[config.mk]
export PLATFORM = sky130hd
export DESIGN_NAME = instr_encoder_loader_flat
export DESIGN_NICKNAME = d
export VERILOG_FILES = /design/src/rtl/instr_encoder_loader_if.sv /design/src/rtl/instr_encoder_loader.sv /design/src/flat_wrapper.sv
export SDC_FILE = /design/constraint.sdc
export NUM_CORES = 1
export LEC_CHECK = 0
export ABC_AREA = 1
export CORE_MARGIN = 1
export CORE_UTILIZATION = 25
export CTS_CLUSTER_DIAMETER = 100
export CTS_CLUSTER_SIZE = 20
export DETAILED_ROUTE_END_ITERATION = 6
export GPL_TIMING_DRIVEN = 0
export MAX_ROUTING_LAYER = met4
export PLACE_DENSITY = 0.59
export SLEW_MARGIN = 20
export SYNTH_ARGS = -nofsm -noshare
export SYNTH_HDL_FRONTEND = slang
export SYNTH_SLANG_ARGS = --single-unit
[constraint.sdc]
create_clock -name clk -period 2.8 [get_ports clk]
set_input_delay 0.56 -clock clk [delete_from_list [all_inputs] [get_ports clk]]
set_output_delay 0.56 -clock clk [all_outputs]
set_load 0.05 [all_outputs]
[src/rtl/instr_encoder_loader_if.sv]
// Field-bundle handshake and instruction-memory write bus of the encoder/loader.
// The slave side is the encoder; the master side feeds bundles and observes writes.
interface instr_encoder_loader_if #(
   parameter int ADDR_W = 6
) ();
   logic              in_valid;
   logic              in_ready;
   logic [1:0]        in_fmt;
   logic [4:0]        rd;
   logic [4:0]        rs1;
   logic [4:0]        rs2;
   logic [2:0]        funct3;
   logic [6:0]        funct7;
   logic [12:0]       imm;
   logic              imem_we;
   logic [ADDR_W-1:0] imem_addr;
   logic [31:0]       imem_wdata;

   modport slave (
      input  in_valid, in_fmt, rd, rs1, rs2, funct3, funct7, imm,
      output in_ready, imem_we, imem_addr, imem_wdata
   );

   modport master (
      output in_valid, in_fmt, rd, rs1, rs2, funct3, funct7, imm,
      input  in_ready, imem_we, imem_addr, imem_wdata
   );
endinterface

[src/rtl/instr_encoder_loader.sv]
// RV32I encoder/loader: packs R/load/store/branch field bundles into machine
// words and writes them sequentially into instruction memory (one word per
// two cycles), stopping when the memory is full until start clears it.
module instr_encoder_loader #(
   parameter int ADDR_W    = 6,
   parameter int CHECK_IMM = 1
) (
   input  logic                clk,
   input  logic                rst_n,
   input  logic                start,
   instr_encoder_loader_if.slave bus,
   output logic [ADDR_W:0]     count,
   output logic                full,
   output logic                err
);

   typedef enum logic [1:0] {
      IDLE  = 2'd0,
      WRITE = 2'd1,
      FULL  = 2'd2
   } state_t;

   localparam logic [1:0] FMT_R      = 2'b00;
   localparam logic [1:0] FMT_LOAD   = 2'b01;
   localparam logic [1:0] FMT_STORE  = 2'b10;
   localparam logic [1:0] FMT_BRANCH = 2'b11;

   localparam logic [ADDR_W:0] DEPTH = {1'b1, {ADDR_W{1'b0}}};

   state_t            state;
   logic [ADDR_W-1:0] ptr;
   logic [ADDR_W:0]   count_q;
   logic              imem_we_q;
   logic [ADDR_W-1:0] imem_addr_q;
   logic [31:0]       imem_wdata_q;
   logic              err_q;

   logic [31:0]       enc_word;
   logic              imm_bad;
   logic              accept;
   logic [ADDR_W:0]   count_inc;

   // Pack the current field bundle into a 32-bit RV32I word.
   always_comb begin
      // NOTE: every always_comb output gets a default first so no path can infer a latch.
      enc_word = 32'd0;
      unique case (bus.in_fmt)
         FMT_R:      enc_word = {bus.funct7, bus.rs2, bus.rs1, bus.funct3, bus.rd, 7'b0110011};
         FMT_LOAD:   enc_word = {bus.imm[11:0], bus.rs1, bus.funct3, bus.rd, 7'b0000011};
         FMT_STORE:  enc_word = {bus.imm[11:5], bus.rs2, bus.rs1, bus.funct3,
                                 bus.imm[4:0], 7'b0100011};
         FMT_BRANCH: enc_word = {bus.imm[12], bus.imm[10:5], bus.rs2, bus.rs1, bus.funct3,
                                 bus.imm[4:1], bus.imm[11], 7'b1100011};
         default:    enc_word = 32'd0;
      endcase
   end

   // Immediate legality: 12-bit signed for load/store, even offset for branch.
   always_comb begin
      imm_bad = 1'b0;
      if (CHECK_IMM != 0) begin
         unique case (bus.in_fmt)
            FMT_LOAD, FMT_STORE: imm_bad = (bus.imm[12] != bus.imm[11]);
            FMT_BRANCH:          imm_bad = bus.imm[0];
            default:             imm_bad = 1'b0;
         endcase
      end
   end

   // in_ready is combinational on start so a bundle offered alongside start is never taken.
   assign bus.in_ready = rst_n && (state == IDLE) && !start;
   assign accept       = bus.in_valid && bus.in_ready;
   assign count_inc    = count_q + 1'b1;

   // Handshake/write FSM with registered write strobe, address, data and error pulse.
   always_ff @(posedge clk or negedge rst_n) begin
      if (!rst_n) begin
         state        <= IDLE;
         ptr          <= '0;
         count_q      <= '0;
         imem_we_q    <= 1'b0;
         imem_addr_q  <= '0;
         imem_wdata_q <= 32'd0;
         err_q        <= 1'b0;
      end else begin
         // NOTE: sequential state uses non-blocking assignments so every register samples pre-edge values.
         imem_we_q <= 1'b0;
         err_q     <= 1'b0;
         if (start) begin
            // A write already on the bus this cycle completes; only the bookkeeping is cleared.
            state   <= IDLE;
            ptr     <= '0;
            count_q <= '0;
         end else begin
            unique case (state)
               IDLE: begin
                  if (accept) begin
                     if (imm_bad) begin
                        err_q <= 1'b1;
                     end else begin
                        imem_wdata_q <= enc_word;
                        imem_addr_q  <= ptr;
                        imem_we_q    <= 1'b1;
                        state        <= WRITE;
                     end
                  end
               end
               WRITE: begin
                  ptr     <= ptr + 1'b1;
                  count_q <= count_inc;
                  state   <= (count_inc == DEPTH) ? FULL : IDLE;
               end
               FULL: begin
                  state <= FULL;
               end
               default: begin
                  state <= IDLE;
               end
            endcase
         end
      end
   end

   assign bus.imem_we    = imem_we_q;
   assign bus.imem_addr  = imem_addr_q;
   assign bus.imem_wdata = imem_wdata_q;
   assign count          = count_q;
   assign full           = (state == FULL);
   assign err            = err_q;

endmodule

[src/flat_wrapper.sv]
// flat-port wrapper written by rule: the top's interface ports become plain ports
module instr_encoder_loader_flat 
#(
   parameter int ADDR_W    = 6,
   parameter int CHECK_IMM = 1
)
  (clk, rst_n, start, count, full, err, bus_in_valid, bus_in_fmt, bus_rd, bus_rs1, bus_rs2, bus_funct3, bus_funct7, bus_imm, bus_in_ready, bus_imem_we, bus_imem_addr, bus_imem_wdata);
  instr_encoder_loader_if #(.ADDR_W(ADDR_W)) bus_i ();
  input  logic clk;
  input  logic rst_n;
  input  logic start;
  output logic [ADDR_W:0] count;
  output logic full;
  output logic err;
  input wire logic [$bits(bus_i.in_valid)-1:0] bus_in_valid;
  input wire logic [$bits(bus_i.in_fmt)-1:0] bus_in_fmt;
  input wire logic [$bits(bus_i.rd)-1:0] bus_rd;
  input wire logic [$bits(bus_i.rs1)-1:0] bus_rs1;
  input wire logic [$bits(bus_i.rs2)-1:0] bus_rs2;
  input wire logic [$bits(bus_i.funct3)-1:0] bus_funct3;
  input wire logic [$bits(bus_i.funct7)-1:0] bus_funct7;
  input wire logic [$bits(bus_i.imm)-1:0] bus_imm;
  output wire logic [$bits(bus_i.in_ready)-1:0] bus_in_ready;
  output wire logic [$bits(bus_i.imem_we)-1:0] bus_imem_we;
  output wire logic [$bits(bus_i.imem_addr)-1:0] bus_imem_addr;
  output wire logic [$bits(bus_i.imem_wdata)-1:0] bus_imem_wdata;
  assign bus_i.in_valid = bus_in_valid;
  assign bus_i.in_fmt = bus_in_fmt;
  assign bus_i.rd = bus_rd;
  assign bus_i.rs1 = bus_rs1;
  assign bus_i.rs2 = bus_rs2;
  assign bus_i.funct3 = bus_funct3;
  assign bus_i.funct7 = bus_funct7;
  assign bus_i.imm = bus_imm;
  assign bus_in_ready = bus_i.in_ready;
  assign bus_imem_we = bus_i.imem_we;
  assign bus_imem_addr = bus_i.imem_addr;
  assign bus_imem_wdata = bus_i.imem_wdata;
  instr_encoder_loader #(.ADDR_W(ADDR_W), .CHECK_IMM(CHECK_IMM)) u_core (.clk(clk), .rst_n(rst_n), .start(start), .bus(bus_i), .count(count), .full(full), .err(err));
endmodule
==> results.json <==
{
  "yosysTopAreaCell": "dfrtp_1",
  "finClkSkew_ps": 9.61,
  "overflow": 0,
  "wl_per_cell_um": 12.7,
  "yosysMostFrequentCell": "nand2_1",
  "core-area_mm2": 0.00942,
  "synth_common_cells": "85 x nand2_1, 52 x dfrtp_1, 36 x o21ai_0",
  "synth_cell_types": 27,
  "synth_top_area_share_pct": 52.7,
  "grt_max_degree": 54,
  "port_buffers": 90,
  "peakVddDrop_mv": 0.254,
  "ys_seq_elements": 52,
  "synth_edf_count": 0,
  "max_cap_viol_count": 0,
  "ys_warn_count": 0,
  "die-area_mm2": 0.0103,
  "period_needed_ps": 2710,
  "finalCritPeriodShare_pct": 96.9,
  "synth_area_mm2": 0.00247,
  "worstMarginPinSlew_ps": 543,
  "synth-xor-area-share_pct": 0.355,
  "finalNetCount": 434,
  "crit_arrival_ps": 2150,
  "synth-async-reset-ratio_pct": 100,
  "cts_buffer_depth": 2,
  "seq_area_frac_synth_pct": 52.7,
  "tns_ps": 0,
  "p_leak_nw": 1.64,
  "drv_slew": 0,
  "power_frac_clock_pct": 19.7,
  "hold_ws_ps": 206,
  "clk_pin_slew_ps": 90,
  "antennaDiodeCount": 0,
  "route.antenna.remaining_nets": 0,
  "syn2layout_area_growth_pct": 46.9,
  "power_density_mw_per_mm2": 614,
  "crit_fanout": 6,
  "htreeDepth": 2,
  "cts_sinks": 52,
  "hold_viol": 0,
  "routed_via_density": 4.26,
  "crit_path_end_kind": "primary output",
  "cts_made_buffers": 5,
  "start_kind": "input port",
  "slew_headroom_pct": 63.7,
  "muxShareOfSynthArea_pct": 1.62,
  "setup_viol_count_final": 0,
  "synth-simple-area-share_pct": 19.9,
  "fp.dieW_um": 101,
  "pwr-share-seq_pct": 41.5,
  "cts_tree": "done",
  "rows": 35,
  "required_ps": 2240,
  "start_util_pct": 26.2,
  "ys_top_cells_by_area": "dfrtp_1 53%, nand2_1 13%, o21ai_0 7.3%",
  "avgSynthCellArea_um2": 8.69,
  "vias": 2180,
  "switching_share_pct": 38.7,
  "p_comb_share_pct": 38.7,
  "die_y_um": 101,
  "root_buffer": "clkbuf_8",
  "status": "finished, final reports clean",
  "reg2reg_slack_ps": 1190,
  "grt_pass1_vias": 2187,
  "routabilityCongestion": 0.805,
  "p_switching_uw": 861,
  "routed_wl_um": 6500,
  "dr.pass1.iters": 4,
  "grt_usage_pct": 13.7,
  "drtIter0Drc": 62,
  "hold_path_class": "input port to asynchronous set/reset pin",
  "synth_compound_area_share_pct": 13.8,
  "route.detailed.drc": 0,
  "antenna_found_initial": 0,
  "rsz0062_at_grt": "false",
  "max_freq_mhz": 369,
  "synth_fa_ha_area_share_pct": 4.05,
  "layout-drive-gt1-share_pct": 7.05,
  "critPathKind": "input port to primary output",
  "ys.flop_type": "dfrtp_1",
  "worst_r2r_path_depth": 8,
  "grt_pass1_wl_um": 10600,
  "p_int_mw": 1.36,
  "hpwlAfterDp_um": 4850,
  "syn-instance-count": 284,
  "ios": 93,
  "synth_top_family_by_area": "simple AND/OR/NAND/NOR gates",
  "insertion_delay_ps": 300
}
==> state kept, by name, summed over array words and instances, names as in the netlist <==
register	count
u_core.ptr	6
u_core.bus.imem_wdata	29
u_core.bus.imem_we	1
u_core.err	1
u_core.bus.imem_addr	6
u_core.state	2
u_core.count	7
==> routing by layer <==
metal | share of wire, % | routed length (µm) | GRT usage (%)
met1 | 47 | 3070 | 17.9
met2 | 48 | 3100 | 21.5
met3 | 3.9 | 253 | 2.35
met4 | 1.2 | 76 | 4.35
met5 | 0 | 0 | -
==> worst max-delay path, cell delays in order <==
cell,delay [ps]
clkdlybuf4s50_1,460
inv_2,130
nand3_2,100
nor2_1,100
clkdlybuf4s50_1,800
==> final cells by class <==
cell class              count  area (µm²)
plain buffers              13        87.6
clock buffers               8        90.1
fillers                   955        5790
inverters                  25        93.8
multi-input cells         195         990
flip-flops and latches     52        1300
well taps                 129         161
repair buffers             90         902
==> final timing paths <==
check                                       startpoint                                     to
max reg2reg                u_core.state[0]$_DFFE_PN0P_  u_core.bus.imem_wdata[14]$_DFFE_PN0P_
max in group asynchronous                        rst_n           u_core.bus.imem_we$_DFF_PN0_
min reg2reg                  u_core.ptr[4]$_DFFE_PN0P_              u_core.ptr[4]$_DFFE_PN0P_
max                                              start                           bus_in_ready
min                                              rst_n            u_core.count[5]$_DFFE_PN0P_
min in group clk             u_core.ptr[4]$_DFFE_PN0P_              u_core.ptr[4]$_DFFE_PN0P_
==> stage by stage <==
stage	setup slack (ps)	total power [mW]	cells	cell area (µm²)	utilization, %
6_report	88.2	2.22	512	3630	38.5
5_1_grt	32.2	2.35	512	3630	38.5
4_1_cts	64.0	2.26	512	3630	38.5
3_5_place_dp	-32.4	1.80	504	3530	37.5
3_3_place_gp	-1820	1.80	504	3530	37.5
2_1_floorplan	869	1.46	285	2470	-
==> cells in the final DEF, fill, tap and decap left out, types with 6 or more instances in the layout <==
cell type and n:
inv_1 22, clkdlybuf4s50_1 89, nor2_1 16, nand2_1 85, o21ai_0 36, a21boi_0 6
a21oi_1 8, nand3_1 13, clkbuf_8 6, dfrtp_1 52, ha_1 8
==> repair_timing <==
action / 4_1_cts / 5_1_grt
setup endpoints to repair: 1 / 0
resized for setup: 1 / 0
hold endpoints to repair: 0 / 0
hold buffers: 0 / 0
buffers inserted: 0 / 0
==> logic make-up after synthesis <==
kind of cell | after synthesis
buffers and inverters | 38
xor gates and xnor gates | 1
DFF | 52
adders and majority gates | 8
and+or+nand+nor | 120
AOI/OAI and AO/OA | 60
other | 1
muxes | 4
==> power by group through the flow <==
stage / sequential, mW / combinational [mW] / clock, mW
6_report: 0.924 / 0.861 / 0.439
5_1_grt: 0.943 / 0.916 / 0.490
4_1_cts: 0.926 / 0.869 / 0.462
3_5_place_dp: 0.937 / 0.867 / 0
3_3_place_gp: 0.937 / 0.864 / 0
2_1_floorplan: 1.30 / 0.156 / 0
Note: power is estimated with default switching activity, not from simulation.
